`config.mk`:
```
export PLATFORM = sky130hd
export DESIGN_NAME = id_stage_pipe_flat
export DESIGN_NICKNAME = d
export VERILOG_FILES = /design/src/rtl/id_stage_pipe_if.sv /design/src/rtl/id_stage_pipe.sv /design/src/flat_wrapper.sv
export SDC_FILE = /design/constraint.sdc
export NUM_CORES = 1
export LEC_CHECK = 0
export ABC_AREA = 1
export CORE_UTILIZATION = 45
export CTS_BUF_LIST = sky130_fd_sc_hd__clkbuf_16
export DETAILED_ROUTE_END_ITERATION = 10
export PLACE_DENSITY = 0.68
export SYNTH_ARGS = -nofsm -noshare
export SYNTH_HDL_FRONTEND = slang
export SYNTH_SLANG_ARGS = --single-unit
```
`constraint.sdc`:
```
create_clock -name clk -period 4.9 [get_ports clk]
set_clock_uncertainty 0.05 [all_clocks]
set_input_delay 0.98 -clock clk [delete_from_list [all_inputs] [get_ports clk]]
set_output_delay 0.98 -clock clk [all_outputs]
set_load 0.005 [all_outputs]
```
`src/rtl/id_stage_pipe_if.sv`:
```
// Fetch-to-decode and decode-to-execute handshake/payload bundle for id_stage_pipe.
// The master modport is the fetch/execute environment; the slave modport is the stage.
interface id_stage_pipe_if #(
    parameter int DATA_W = 16
);
    logic              in_valid;
    logic              in_ready;
    logic [15:0]       instr;
    logic [DATA_W-1:0] pc2;
    logic [1:0]        rd_sel;
    logic              reg_write;
    logic              imm_sign;
    logic              imm_len;
    logic              uses_rs;
    logic              uses_rt;
    logic              ex_load;
    logic [2:0]        ex_wr_sel;
    logic              wb_en;
    logic [2:0]        wb_sel;
    logic [DATA_W-1:0] wb_data;
    logic              flush;
    logic              out_valid;
    logic              out_ready;
    logic [DATA_W-1:0] out_rs_data;
    logic [DATA_W-1:0] out_rt_data;
    logic [DATA_W-1:0] out_imm;
    logic [DATA_W-1:0] out_jaddr;
    logic [4:0]        out_opcode;
    logic [1:0]        out_func;
    logic [2:0]        out_wr_sel;
    logic              out_wr_en;
    logic [DATA_W-1:0] out_pc2;

    modport master (
        output in_valid, instr, pc2, rd_sel, reg_write, imm_sign, imm_len,
               uses_rs, uses_rt, ex_load, ex_wr_sel, wb_en, wb_sel, wb_data,
               flush, out_ready,
        input  in_ready, out_valid, out_rs_data, out_rt_data, out_imm,
               out_jaddr, out_opcode, out_func, out_wr_sel, out_wr_en, out_pc2
    );

    modport slave (
        input  in_valid, instr, pc2, rd_sel, reg_write, imm_sign, imm_len,
               uses_rs, uses_rt, ex_load, ex_wr_sel, wb_en, wb_sel, wb_data,
               flush, out_ready,
        output in_ready, out_valid, out_rs_data, out_rt_data, out_imm,
               out_jaddr, out_opcode, out_func, out_wr_sel, out_wr_en, out_pc2
    );
endinterface

```
`src/rtl/id_stage_pipe.sv`:
```
// WiscSP13 decode stage: register file with optional writeback bypass, immediate and
// jump-target generation, load-use stall detection and a registered decode/execute slot.
module id_stage_pipe #(
    parameter int DATA_W    = 16,
    parameter int BYPASS    = 1,
    parameter int HAZARD_EN = 1
) (
    input  logic           clk,
    input  logic           rst,
    id_stage_pipe_if.slave bus
);
    localparam logic BYPASS_ON = (BYPASS != 32'sd0);
    localparam logic HAZARD_ON = (HAZARD_EN != 32'sd0);

    logic [DATA_W-1:0] regs_r [8];

    logic [2:0]        rs_sel_s;
    logic [2:0]        rt_sel_s;
    logic [DATA_W-1:0] rs_data_s;
    logic [DATA_W-1:0] rt_data_s;
    logic [DATA_W-1:0] imm_s;
    logic [DATA_W-1:0] jaddr_s;
    logic [2:0]        wr_sel_s;
    logic              hazard_s;
    logic              slot_free_s;
    logic              in_ready_s;
    logic              load_s;

    logic              out_valid_r;
    logic [DATA_W-1:0] out_rs_data_r;
    logic [DATA_W-1:0] out_rt_data_r;
    logic [DATA_W-1:0] out_imm_r;
    logic [DATA_W-1:0] out_jaddr_r;
    logic [4:0]        out_opcode_r;
    logic [1:0]        out_func_r;
    logic [2:0]        out_wr_sel_r;
    logic              out_wr_en_r;
    logic [DATA_W-1:0] out_pc2_r;

    assign rs_sel_s = bus.instr[10:8];
    assign rt_sel_s = bus.instr[7:5];

    // Register file read ports; a same-cycle writeback wins when bypass is built in.
    always_comb begin
        rs_data_s = regs_r[rs_sel_s];
        rt_data_s = regs_r[rt_sel_s];
        if (BYPASS_ON && bus.wb_en && (bus.wb_sel == rs_sel_s)) begin
            rs_data_s = bus.wb_data;
        end else begin
            rs_data_s = regs_r[rs_sel_s];
        end
        if (BYPASS_ON && bus.wb_en && (bus.wb_sel == rt_sel_s)) begin
            rt_data_s = bus.wb_data;
        end else begin
            rt_data_s = regs_r[rt_sel_s];
        end
    end

    // Immediate extension from either the 8-bit or the 5-bit field.
    always_comb begin
        imm_s = {DATA_W{1'b0}};
        if (bus.imm_len) begin
            imm_s = {{(DATA_W-8){bus.imm_sign & bus.instr[7]}}, bus.instr[7:0]};
        end else begin
            imm_s = {{(DATA_W-5){bus.imm_sign & bus.instr[4]}}, bus.instr[4:0]};
        end
    end

    // PC-relative target; carry-out is intentionally dropped so the address wraps.
    assign jaddr_s = {{(DATA_W-11){bus.instr[10]}}, bus.instr[10:0]} + bus.pc2;

    // Destination register selection.
    always_comb begin
        wr_sel_s = 3'd0;
        case (bus.rd_sel)
            2'd0:    wr_sel_s = bus.instr[7:5];
            2'd1:    wr_sel_s = bus.instr[4:2];
            2'd2:    wr_sel_s = bus.instr[10:8];
            2'd3:    wr_sel_s = 3'b111;
            default: wr_sel_s = 3'd0;
        endcase
    end

    assign hazard_s = HAZARD_ON & bus.in_valid & bus.ex_load &
                      ((bus.uses_rs & (bus.ex_wr_sel == rs_sel_s)) |
                       (bus.uses_rt & (bus.ex_wr_sel == rt_sel_s)));

    assign slot_free_s = ~out_valid_r | bus.out_ready;
    assign in_ready_s  = slot_free_s & ~hazard_s & ~bus.flush;
    assign load_s      = slot_free_s & bus.in_valid & ~hazard_s;

    // Register file write port; flush does not suppress writeback.
    always_ff @(posedge clk) begin
        if (rst) begin
            for (int i = 0; i < 8; i++) begin
                regs_r[i] <= {DATA_W{1'b0}};
            end
        end else if (bus.wb_en) begin
            regs_r[bus.wb_sel] <= bus.wb_data;
        end else begin
            regs_r[bus.wb_sel] <= regs_r[bus.wb_sel];
        end
    end

    // Decode/execute slot: reset, flush, load, bubble, then hold under backpressure.
    always_ff @(posedge clk) begin
        if (rst) begin
            out_valid_r   <= 1'b0;
            out_rs_data_r <= {DATA_W{1'b0}};
            out_rt_data_r <= {DATA_W{1'b0}};
            out_imm_r     <= {DATA_W{1'b0}};
            out_jaddr_r   <= {DATA_W{1'b0}};
            out_opcode_r  <= 5'd0;
            out_func_r    <= 2'd0;
            out_wr_sel_r  <= 3'd0;
            out_wr_en_r   <= 1'b0;
            out_pc2_r     <= {DATA_W{1'b0}};
        end else if (bus.flush) begin
            out_valid_r <= 1'b0;
        end else if (load_s) begin
            out_valid_r   <= 1'b1;
            out_rs_data_r <= rs_data_s;
            out_rt_data_r <= rt_data_s;
            out_imm_r     <= imm_s;
            out_jaddr_r   <= jaddr_s;
            out_opcode_r  <= bus.instr[15:11];
            out_func_r    <= bus.instr[1:0];
            out_wr_sel_r  <= wr_sel_s;
            out_wr_en_r   <= bus.reg_write;
            out_pc2_r     <= bus.pc2;
        end else if (slot_free_s) begin
            out_valid_r <= 1'b0;
        end else begin
            out_valid_r <= out_valid_r;
        end
    end

    assign bus.in_ready    = in_ready_s;
    assign bus.out_valid   = out_valid_r;
    assign bus.out_rs_data = out_rs_data_r;
    assign bus.out_rt_data = out_rt_data_r;
    assign bus.out_imm     = out_imm_r;
    assign bus.out_jaddr   = out_jaddr_r;
    assign bus.out_opcode  = out_opcode_r;
    assign bus.out_func    = out_func_r;
    assign bus.out_wr_sel  = out_wr_sel_r;
    assign bus.out_wr_en   = out_wr_en_r;
    assign bus.out_pc2     = out_pc2_r;
endmodule

```
`src/flat_wrapper.sv`:
```
// flat-port wrapper written by rule: the top's interface ports become plain ports
module id_stage_pipe_flat 
#(
    parameter int DATA_W    = 16,
    parameter int BYPASS    = 1,
    parameter int HAZARD_EN = 1
)
  (clk, rst, bus_in_valid, bus_instr, bus_pc2, bus_rd_sel, bus_reg_write, bus_imm_sign, bus_imm_len, bus_uses_rs, bus_uses_rt, bus_ex_load, bus_ex_wr_sel, bus_wb_en, bus_wb_sel, bus_wb_data, bus_flush, bus_out_ready, bus_in_ready, bus_out_valid, bus_out_rs_data, bus_out_rt_data, bus_out_imm, bus_out_jaddr, bus_out_opcode, bus_out_func, bus_out_wr_sel, bus_out_wr_en, bus_out_pc2);
  id_stage_pipe_if #(.DATA_W(DATA_W)) bus_i ();
  input  logic clk;
  input  logic rst;
  input wire logic [$bits(bus_i.in_valid)-1:0] bus_in_valid;
  input wire logic [$bits(bus_i.instr)-1:0] bus_instr;
  input wire logic [$bits(bus_i.pc2)-1:0] bus_pc2;
  input wire logic [$bits(bus_i.rd_sel)-1:0] bus_rd_sel;
  input wire logic [$bits(bus_i.reg_write)-1:0] bus_reg_write;
  input wire logic [$bits(bus_i.imm_sign)-1:0] bus_imm_sign;
  input wire logic [$bits(bus_i.imm_len)-1:0] bus_imm_len;
  input wire logic [$bits(bus_i.uses_rs)-1:0] bus_uses_rs;
  input wire logic [$bits(bus_i.uses_rt)-1:0] bus_uses_rt;
  input wire logic [$bits(bus_i.ex_load)-1:0] bus_ex_load;
  input wire logic [$bits(bus_i.ex_wr_sel)-1:0] bus_ex_wr_sel;
  input wire logic [$bits(bus_i.wb_en)-1:0] bus_wb_en;
  input wire logic [$bits(bus_i.wb_sel)-1:0] bus_wb_sel;
  input wire logic [$bits(bus_i.wb_data)-1:0] bus_wb_data;
  input wire logic [$bits(bus_i.flush)-1:0] bus_flush;
  input wire logic [$bits(bus_i.out_ready)-1:0] bus_out_ready;
  output wire logic [$bits(bus_i.in_ready)-1:0] bus_in_ready;
  output wire logic [$bits(bus_i.out_valid)-1:0] bus_out_valid;
  output wire logic [$bits(bus_i.out_rs_data)-1:0] bus_out_rs_data;
  output wire logic [$bits(bus_i.out_rt_data)-1:0] bus_out_rt_data;
  output wire logic [$bits(bus_i.out_imm)-1:0] bus_out_imm;
  output wire logic [$bits(bus_i.out_jaddr)-1:0] bus_out_jaddr;
  output wire logic [$bits(bus_i.out_opcode)-1:0] bus_out_opcode;
  output wire logic [$bits(bus_i.out_func)-1:0] bus_out_func;
  output wire logic [$bits(bus_i.out_wr_sel)-1:0] bus_out_wr_sel;
  output wire logic [$bits(bus_i.out_wr_en)-1:0] bus_out_wr_en;
  output wire logic [$bits(bus_i.out_pc2)-1:0] bus_out_pc2;
  assign bus_i.in_valid = bus_in_valid;
  assign bus_i.instr = bus_instr;
  assign bus_i.pc2 = bus_pc2;
  assign bus_i.rd_sel = bus_rd_sel;
  assign bus_i.reg_write = bus_reg_write;
  assign bus_i.imm_sign = bus_imm_sign;
  assign bus_i.imm_len = bus_imm_len;
  assign bus_i.uses_rs = bus_uses_rs;
  assign bus_i.uses_rt = bus_uses_rt;
  assign bus_i.ex_load = bus_ex_load;
  assign bus_i.ex_wr_sel = bus_ex_wr_sel;
  assign bus_i.wb_en = bus_wb_en;
  assign bus_i.wb_sel = bus_wb_sel;
  assign bus_i.wb_data = bus_wb_data;
  assign bus_i.flush = bus_flush;
  assign bus_i.out_ready = bus_out_ready;
  assign bus_in_ready = bus_i.in_ready;
  assign bus_out_valid = bus_i.out_valid;
  assign bus_out_rs_data = bus_i.out_rs_data;
  assign bus_out_rt_data = bus_i.out_rt_data;
  assign bus_out_imm = bus_i.out_imm;
  assign bus_out_jaddr = bus_i.out_jaddr;
  assign bus_out_opcode = bus_i.out_opcode;
  assign bus_out_func = bus_i.out_func;
  assign bus_out_wr_sel = bus_i.out_wr_sel;
  assign bus_out_wr_en = bus_i.out_wr_en;
  assign bus_out_pc2 = bus_i.out_pc2;
  id_stage_pipe #(.DATA_W(DATA_W), .BYPASS(BYPASS), .HAZARD_EN(HAZARD_EN)) u_core (.clk(clk), .rst(rst), .bus(bus_i));
endmodule
```
==> flow_summary_export.csv, run 1 <==
group,metric,value,unit
run_status,status,"finished clean",
die,initial_core_util,46.32,%
grt,grt_use_met3,4.975,%
finish,antenna_cells,0,
die,fp.dieArea,26870,sq um
critical_path,path_cells,"clkdlybuf4s50_1, nand2_1, nand2_1, nor2_1, nand2_1, nand2_1, nand2_2, nand2_1, nor2_1, clkdlybuf4s50_1",
die,rows,58,
die,die_y,163.9,microns
finish,fillers,2387,
synth,synth-edff-count,128,
critical_path,path_max_fanout,9,
critical_path,cp_top_family,"buffers and inverters",
routing,routed_wl,36.95,mm
power_and_ir_drop,total_power,4615,uW
grt,gr-usage-all-layers,27.41,%
clocking,cts_setup_buffers,0,
power_and_ir_drop,leakage,0.006619,uW
routing,routed_via_density,5.249,
worst_hold_path,min_path_type,"reg -> reg",
synth,yosysTopAreaCell,"edfxtp_1",
finish,final_util,56.11,%
die,die_w,163.9,microns
synth,synthTopCellsByCount,"nand2_1, nor2_1, nand3_1",
place,gp_congestion,0.9087,
critical_path,start_kind,"primary input",
die,core_area,25470,sq um
critical_path,worstPathArrival,2.92,ns
routing,first_pass_iters,6,
grt,grt_pass1_wl,56.45,mm
synth,yosysSeqAreaShare,46.66,%
synth,yosys_warnings,0,
synth,synthCells,1701,
flow_run,maxCapViolations,0,
synth,ys_dominant_reg_cell,"edfxtp_1",
finish,fin_nets,1901,
routing,drc_errors,0,
synth,async_reset_ff_share,0,%
timing,fin_tns_setup,0,ns
place,dp_hpwl,23.21,mm
clocking,cts_hold_buf,0,
place,portBuffers,160,
synth,yosysMostFrequentCell,"nand2_1",
clocking,ctsResizeCount,0,
timing,rsz0062_at_grt,"no",
finish,syn_to_final_growth,21.12,%
synth,synth_cell_type_count,28,
timing,setup_slack,0.9505,ns
synth,synth.top_cell.area_share,32.58,%
clocking,root_buffer,"clkbuf_16",
place,place_area,13540,sq um
place,post-place-ws,0.9608,ns
routing,wl_per_cell,17.07,microns
finish,stdcell_area,14290,sq um
critical_path,r2r_slack,2.82,ns
timing,setup_violations,0,
timing,fmax,253.2,MHz
critical_path,worst_setup_path_end_kind,"output port",
critical_path,max_stage_delay,0.78,ns
grt,grt_pass1_vias,10379,
grt,grt_max_degree,65,
routing,antenna_left,0,
clocking,path_clk_slew,0.06,ns
routing,vias,11365,
timing,relSlewSlack,17.34,%
finish,layout-drive-gt1-share,3.924,%
grt,gr-usage-met2,45.30,%
grt,grt_remaining_overflow,0,
grt,grt_util_met1,35.46,%
grt,antenna_found_initial,0,
grt,busiest_layer,"met2",
timing,drv_slew,0,
clocking,htree_levels,1,
timing,tightest_slew,1.240,ns
synth,synth_nets,1785,
timing,fin_crit,3.950,ns
timing,hold_viol,0,
timing,period_share,80.60,%
critical_path,slowest_stage,"clkdlybuf4s50_1",
power_and_ir_drop,ir_worst_vdd,0.0001996,V
clocking,cts_made_buffers,24,
synth,yosys_register_bits,211,
synth,syn-mean-instance-area,6.936,sq um
critical_path,cp_common_cell,"nand2_1",
clocking,clk_latency,0.53,ns
critical_path,worst-setup-path-type,"in -> out",
routing,drt_iter0_markers,1273,
die,num_io_pins,161,
critical_path,path_buf_inv,2,
synth,synth_area,11800,sq um
clocking,cts_tree,"built",
power_and_ir_drop,cellPowerDensity,323.0,nW/um^2
synth,synth.area.top_cells,"edfxtp_1, nand2_1, dfxtp_1",
clocking,clock_path_buffers,3,
clocking,cts_num_sinks,211,
critical_path,critPathRequiredTime,3.87,ns
-- through the flow --
stage,cells,hold slack (ns)
after global placement,2121,0.4456
after floorplan,1701,0.4527
after global routing,2165,0.4849
after CTS,2165,0.4593
final,2165,0.4587
after detailed placement,2121,0.4477
-- worst register-to-register path, cell delays in order, from the launching register on --
cell and delay, ns:
dfxtp_1 0.31, inv_1 0.06, nor2_1 0.06, nor2_1 0.25
nand3_4 0.55, buf_4 0.47, nor2_1 0.16, nor2_1 0.06
-- path summary, 6_finish.rpt --
kind,from,to,cells past startpoint
worst min register to register,u_core.bus.out_pc2[6]$_SDFFE_PP0P_,u_core.bus.out_pc2[6]$_SDFFE_PP0P_,4
worst min-delay path,u_core.bus.out_pc2[6]$_SDFFE_PP0P_,u_core.bus.out_pc2[6]$_SDFFE_PP0P_,4
worst max register to register,u_core.bus.out_valid$_SDFFE_PP0P_,u_core.bus.out_jaddr[10]$_SDFFE_PP0P_,7
worst max-delay path,bus_instr[7],bus_in_ready,10
-- cell type report --
cell class                      instances  area [sq um]  share of cell area [%]
Tap cell                              330         412.9                   2.889
Timing Repair Buffer                  189          1822                   12.75
Inverter                              157         589.3                   4.124
Multi-Input combinational cell       1234          5209                   36.45
Clock inverter                         20         152.6                   1.068
Sequential cell                       211          5505                   38.52
Clock buffer                           24         600.6                   4.202
-- cell usage in the layout (no fill, tap or decap), types with 2 or more instances in the layout --
cell type / count
nand3_1: 205
buf_2: 2
clkinv_2: 3
nand4_1: 4
clkbuf_16: 24
bufinv_16: 2
a21oi_1: 17
clkinvlp_4: 2
inv_2: 6
and2_1: 2
inv_1: 141
nand2_1: 604
edfxtp_1: 128
buf_4: 28
nor3_1: 3
dfxtp_1: 83
xor2_1: 5
xnor2_1: 5
nor2_1: 326
ha_1: 15
o21ai_0: 39
clkdlybuf4s50_1: 158
clkinv_1: 21
nor2b_1: 3
-- flip-flops by register name (all words and copies together), names as in the netlist --
| register | cells |
|---|---|
| u_core.bus.out_imm | 8 |
| u_core.bus.out_func | 1 |
| u_core.regs_r | 128 |
| u_core.bus.out_rt_data | 16 |
| u_core.bus.out_pc2 | 16 |
| u_core.bus.out_valid | 1 |
| u_core.bus.out_opcode | 5 |
| u_core.bus.out_jaddr | 16 |
| u_core.bus.out_rs_data | 16 |
| u_core.bus.out_wr_sel | 3 |
| u_core.bus.out_wr_en | 1 |
-- report_power, final --
group | internal, uW | switching, uW
Sequential | 2000 | 64.4
Clock | 994 | 735
Combinational | 331 | 488
-- cell families (layout without fill, tap and decap cells) --
logic type,Yosys count,count (layout),synth area share (%)
AOI/OAI and AO/OA,58,58,2.492
xor gates and xnor gates,10,10,0.7423
adders and majority gates,16,16,1.760
buffers and inverters,256,390,9.194
DFF,211,211,46.66
and+or+nand+nor,1150,1150,39.15
-- layer usage --
metal	up-vias	wire length, microns
li1	5540	-
met5	-	0
met4	0	1265
met1	5107	14830
met3	102	3867
met2	616	16990
Power figures use the tool's default switching activity.
==> run 2, diff against run 1 <==
--- a/config.mk
+++ b/config.mk
@@ -9,7 +9,7 @@
 export CORE_UTILIZATION = 45
 export CTS_BUF_LIST = sky130_fd_sc_hd__clkbuf_16
 export DETAILED_ROUTE_END_ITERATION = 10
-export PLACE_DENSITY = 0.68
+export PLACE_DENSITY = 0.7
 export SYNTH_ARGS = -nofsm -noshare
 export SYNTH_HDL_FRONTEND = slang
 export SYNTH_SLANG_ARGS = --single-unit
==> constraint.sdc (replaced) <==
create_clock -name clk -period 3.4 [get_ports clk]
set_clock_uncertainty 0.05 [all_clocks]
set_input_delay 0.68 -clock clk [delete_from_list [all_inputs] [get_ports clk]]
set_output_delay 0.68 -clock clk [all_outputs]
set_load 0.005 [all_outputs]
==> run 2 against run 1 <==
Against the previous run: critical path depth up 1; count of clock-buffer cells in the layout rose by 1; global-route usage down 0.95 points; clock power is 61% higher; cell count up 0.74%; sequential power is 44% higher; power grew 51%; first-iteration DRC count rose by 6.0%; final area grew 2.1%; die area stayed put; critical path type unchanged; largest power group unchanged.
==> flow_summary_export.csv, run 2 (same netlist as run 1, synthesis figures left out) <==
group,metric,value,unit
critical_path,cp-startpoint,"bus_ex_wr_sel[1]",
routing,wl_per_cell,16.34,microns
routing,first_pass_iters,6,
timing,fmax,337.0,MHz
timing,fin_tns_setup,0,ns
clocking,cts_made_buffers,24,
die,num_io_pins,161,
critical_path,path_max_fanout,3,
timing,hold_viol,0,
clocking,clock_path_buffers,3,
place,portBuffers,160,
clocking,cts_setup_buffers,0,
power_and_ir_drop,total_power,6962,uW
critical_path,r2r-start,"u_core.bus.out_valid$_SDFFE_PP0P_",
die,initial_core_util,46.32,%
finish,multi_input_area,5209,sq um
routing,vias,11387,
place,gp_congestion,0.9004,
timing,setup_violations,0,
finish,final_util,57.26,%
clocking,cts_num_sinks,211,
routing,antenna_left,0,
finish,mostFrequentLayoutCell,"nand2_1",
grt,grt_remaining_overflow,0,
worst_hold_path,min_path_type,"reg -> reg",
grt,grt_max_degree,81,
finish,register_area,5505,sq um
critical_path,start_kind,"primary input",
grt,gr-usage-all-layers,26.46,%
routing,routed_wl,35.63,mm
die,rows,58,
finish,regMostFlops,"u_core.regs_r",
die,die_w,163.9,microns
clocking,root_buffer,"clkbuf_16",
grt,grt_pass1_wl,55.21,mm
place,dp_hpwl,23.41,mm
finish,layout-drive-gt1-share,5.078,%
timing,relSlewSlack,39.78,%
clocking,cts_hold_buf,0,
run_status,status,"finished clean",
critical_path,worstPathArrival,2.24,ns
clocking,cts_tree,"built",
finish,fin_nets,1918,
worst_hold_path,hold_start,"u_core.bus.out_wr_sel[0]$_SDFFE_PP0P_",
die,die_y,163.9,microns
die,core_area,25470,sq um
power_and_ir_drop,ir_worst_vdd,0.0003272,V
clocking,htree_levels,1,
clocking,clk_latency,0.53,ns
power_and_ir_drop,cellPowerDensity,477.3,nW/um^2
clocking,ctsResizeCount,0,
finish,fillers,2324,
timing,fin_hold_ws,0.4566,ns
routing,drc_errors,0,
finish,largest_reg_flops,128,
finish,antenna_cells,0,
finish,syn_to_final_growth,23.62,%
flow_run,maxCapViolations,0,
timing,period_share,87.28,%
timing,tightest_slew,0.9033,ns
timing,fin_crit,2.967,ns
power_and_ir_drop,leakage,0.006740,uW
critical_path,worst_setup_path_end_kind,"output port",
timing,rsz0062_at_grt,"no",
routing,drt_iter0_markers,1350,
routing,routed_via_density,5.221,
die,fp.dieArea,26870,sq um
critical_path,worst-setup-path-type,"in -> out",
grt,antenna_found_initial,0,
clocking,path_clk_slew,0.06,ns
grt,grt_pass1_vias,10408,
timing,drv_slew,0,
critical_path,critPathRequiredTime,2.67,ns
finish,final_cell_mix,"nand2_1, nor2_1, nand3_1",
[run 2: cell type report]
cell class              count  area share [%]
multi-input cells        1234           35.71
clock inverters            18           1.501
well taps                 330           2.831
inverters                 157           4.040
repair buffers            206           13.88
flip-flops and latches    211           37.75
clock buffers              25           4.289
[run 2: report_power, final]
part / switching, uW / leakage, uW / internal (uW)
clock: 1080 / 0.000395 / 1710
sequential: 91.0 / 0.00191 / 2890
combinational: 703 / 0.00443 / 498
total: 1870 / 0.00674 / 5090
[run 2: final timing paths]
path              depth (start not counted)                                       to  slack (ns)
setup reg to reg                          7  u_core.bus.out_rt_data[13]$_SDFFE_PP0P_        1.41
hold / removal                            4    u_core.bus.out_wr_sel[0]$_SDFFE_PP0P_        0.46
hold reg to reg                           4    u_core.bus.out_wr_sel[0]$_SDFFE_PP0P_        0.46
setup / recovery                         11                             bus_in_ready        0.43
[run 2: metrics by stage]
stage	setup WS (ns)	std cells	area (sq um)
6_report	0.4326	2181	14590
5_1_grt	0.2704	2181	14590
4_1_cts	0.4268	2181	14590
3_5_place_dp	0.3840	2138	13740
3_3_place_gp	0.4408	2138	13740
2_1_floorplan	1.234	1701	11800
[run 2: worst max-delay path: stages]
cell and delay, ns:
clkdlybuf4s50_1 0.49, inv_1 0.11, nand2_1 0.05, nand2_1 0.05, nor2_1 0.03, nand2_1 0.06, nand2_1 0.06, nand2_2 0.06
nand2_1 0.04, nor2_1 0.09, clkdlybuf4s50_1 0.50
[run 2: per-layer routing]
layer | GRT usage (%) | vias up | wire, microns
li1 | - | 5579 | -
met5 | 0 | - | 0
met1 | 36.01 | 5125 | 14950
met4 | 10.10 | 0 | 1031
met2 | 42.82 | 586 | 16090
met3 | 3.434 | 97 | 3561
==> run 3, diff against run 2 <==
--- a/config.mk
+++ b/config.mk
@@ -5,11 +5,12 @@
 export SDC_FILE = /design/constraint.sdc
 export NUM_CORES = 1
 export LEC_CHECK = 0
-export ABC_AREA = 1
+export ABC_AREA = 0
 export CORE_UTILIZATION = 45
 export CTS_BUF_LIST = sky130_fd_sc_hd__clkbuf_16
 export DETAILED_ROUTE_END_ITERATION = 10
-export PLACE_DENSITY = 0.7
+export PLACE_DENSITY = 0.71
+export SLEW_MARGIN = 10
 export SYNTH_ARGS = -nofsm -noshare
 export SYNTH_HDL_FRONTEND = slang
 export SYNTH_SLANG_ARGS = --single-unit
==> run 3 against run 2 <==
Against the previous run: clock power fell by 16%; sequential share of layout area rose by 3.3 points; critical endpoint unchanged; critical path depth fell by 4; utilization fell by 0.35 points; largest power group unchanged; sequential power barely moved.
==> flow_summary_export.csv, run 3 <==
group,metric,value,unit
clocking,cts_tree,"built",
die,fp.dieArea,24680,sq um
routing,first_pass_iters,5,
timing,fin_tns_setup,0,ns
synth,ys_dominant_reg_cell,"edfxtp_1",
synth,synthTopCellsByCount,"and2_1, edfxtp_1, nand2_1",
synth,synthCells,923,
worst_hold_path,hold_start,"u_core.bus.out_pc2[4]$_SDFFE_PP0P_",
critical_path,worstPathArrival,2.48,ns
critical_path,path_cells,"clkdlybuf4s50_1, xnor2_1, nand4_1, nand2_2, nand2_1, o21a_1, clkdlybuf4s50_1",
synth,synth_nets,1007,
critical_path,critPathRequiredTime,2.67,ns
worst_hold_path,whs_path_depth,2,
grt,grt_pass1_vias,7772,
finish,largest_reg_flops,128,
synth,yosys_register_bits,211,
grt,antenna_found_initial,0,
die,core_area,23540,sq um
synth,synth_cell_type_count,50,
critical_path,path_buf_inv,2,
worst_hold_path,min_path_type,"reg -> reg",
flow_run,maxCapViolations,0,
power_and_ir_drop,ir_worst_vdd,0.0003111,V
routing,drc_errors,0,
place,portBuffers,160,
timing,drv_slew,0,
synth,synth-edff-count,128,
critical_path,r2r_slack,1.57,ns
finish,fillers,1996,
die,die_w,157.1,microns
place,dp_hpwl,17.74,mm
finish,antenna_cells,0,
synth,yosysTopAreaCell,"edfxtp_1",
run_status,status,"finished clean",
finish,stdcell_area,13400,sq um
critical_path,cp_top_family,"buffers and inverters",
clocking,clk_latency,0.52,ns
grt,gr-usage-all-layers,23.23,%
die,die_y,157.1,microns
finish,syn_to_final_growth,23.76,%
critical_path,slowest_stage,"clkdlybuf4s50_1",
critical_path,max_stage_delay,0.58,ns
grt,grt_max_degree,85,
routing,vias,7818,
timing,setup_violations,0,
synth,synth.top_cell.area_share,35.51,%
critical_path,cp_common_cell,"clkdlybuf4s50_1",
place,post-place-ws,0.004594,ns
power_and_ir_drop,leakage,0.004848,uW
synth,yosys_warnings,0,
grt,grt_remaining_overflow,0,
clocking,htree_levels,1,
timing,hold_viol,0,
power_and_ir_drop,cellPowerDensity,464.5,nW/um^2
synth,async_reset_ff_share,0,%
timing,fmax,311.5,MHz
routing,drt_iter0_markers,544,
routing,routed_via_density,5.584,
finish,final_cell_mix,"clkdlybuf4s50_1, and2_1, edfxtp_1",
synth,yosysSeqAreaShare,50.86,%
critical_path,start_kind,"primary input",
clocking,clock_path_buffers,3,
routing,routed_wl,28.10,mm
clocking,ctsResizeCount,0,
clocking,path_clk_slew,0.06,ns
critical_path,path_max_fanout,3,
timing,period_share,94.42,%
clocking,cts_made_buffers,24,
synth,synth_area,10830,sq um
timing,setup_slack,0.1896,ns
synth,syn-mean-instance-area,11.73,sq um
finish,regMostFlops,"u_core.regs_r",
critical_path,worst_setup_path_end_kind,"output port",
grt,grt_pass1_wl,43.53,mm
finish,layout-drive-gt1-share,13.23,%
timing,relSlewSlack,40.06,%
finish,mostFrequentLayoutCell,"clkdlybuf4s50_1",
place,place_area,12690,sq um
worst_hold_path,hold_path_end,"u_core.bus.out_pc2[4]$_SDFFE_PP0P_",
critical_path,r2r-start,"u_core.bus.out_valid$_SDFFE_PP0P_",
routing,wl_per_cell,20.07,microns
synth,yosysMostFrequentCell,"and2_1",
die,initial_core_util,45.98,%
clocking,cts_setup_buffers,0,
clocking,root_buffer,"clkbuf_16",
critical_path,r2r_cells,7,
clocking,cts_hold_buf,0,
finish,fin_nets,1147,
timing,fin_crit,3.210,ns
place,gp_congestion,0.9261,
clocking,cts_num_sinks,211,
critical_path,worst-setup-path-type,"in -> out",
die,rows,56,
routing,antenna_left,0,
synth,synth.area.top_cells,"edfxtp_1, dfxtp_1, mux4_2",
timing,tightest_slew,0.8991,ns
critical_path,r2r_end,"u_core.bus.out_rs_data[14]$_SDFFE_PP0P_",
die,num_io_pins,161,
timing,rsz0062_at_grt,"no",
==> run 3: cell families after synthesis <==
| family | count (synthesis) | share of synthesized area (%) |
|---|---|---|
| and+or+nand+nor | 351 | 16.44 |
| DFF | 211 | 50.86 |
| AOI/OAI and AO/OA | 152 | 9.154 |
| muxes | 99 | 16.59 |
| buffers and inverters | 75 | 3.514 |
| xor gates and xnor gates | 19 | 1.537 |
| adders and majority gates | 16 | 1.919 |
==> run 3: where the power goes <==
part | internal [uW] | leakage [uW] | switching [uW]
Combinational | 481 | 0.00256 | 454
Clock | 1320 | 0.000380 | 1020
Sequential | 2870 | 0.00190 | 79.1
==> run 3: stage by stage <==
step | utilization, % | total power (uW) | instances | hold slack, ns
6_report | 56.91 | 6223 | 1400 | 0.4028
3_3_place_gp | 53.92 | 3923 | 1356 | 0.3895
2_1_floorplan | - | 3532 | 923 | 0.3982
3_5_place_dp | 53.92 | 3942 | 1356 | 0.3968
5_1_grt | 56.91 | 6451 | 1400 | 0.4238
4_1_cts | 56.91 | 6265 | 1400 | 0.4045
==> run 3: worst max-delay path by stage <==
stage,start,end,slack (ns),cells after the start
6_report,bus_instr[7],bus_in_ready,0.19,7
5_1_grt,bus_instr[10],bus_in_ready,0.04,7
4_1_cts,bus_instr[7],bus_in_ready,0.19,7
3_5_place_dp,bus_instr[0],u_core.bus.out_jaddr[14]$_SDFFE_PP0P_,0.005,10
3_3_place_gp,bus_instr[0],u_core.bus.out_jaddr[14]$_SDFFE_PP0P_,0.009,10
2_1_floorplan,bus_pc2[0],u_core.bus.out_jaddr[14]$_SDFFE_PP0P_,0.62,8
==> run 3: layout make-up <==
| type | instances | area, sq um | share of cell area (%) |
|---|---|---|---|
| Sequential cell | 211 | 5505 | 41.09 |
| Multi-Input combinational cell | 637 | 4951 | 36.95 |
| Timing Repair Buffer | 187 | 1832 | 13.67 |
| Clock buffer | 25 | 625.6 | 4.669 |
| Tap cell | 319 | 399.1 | 2.979 |
| Clock inverter | 19 | 77.57 | 0.5790 |
| Inverter | 2 | 7.507 | 0.05603 |
==> run 3: worst min-delay path, delay by kind of cell, from the launching register on <==
family | cells | cell delay, ns
flip-flops | 1 | 0.30
AO/OA/AOI/OAI | 1 | 0.05
AND/OR/NAND/NOR | 1 | 0.05
==> run 3: routing by layer <==
| layer | track usage, % | share of wire [%] |
|---|---|---|
| met4 | 8.183 | 3.2 |
| met3 | 4.240 | 6.9 |
| met1 | 30.11 | 42 |
| met2 | 39.07 | 48 |
| met5 | 0 | 0 |
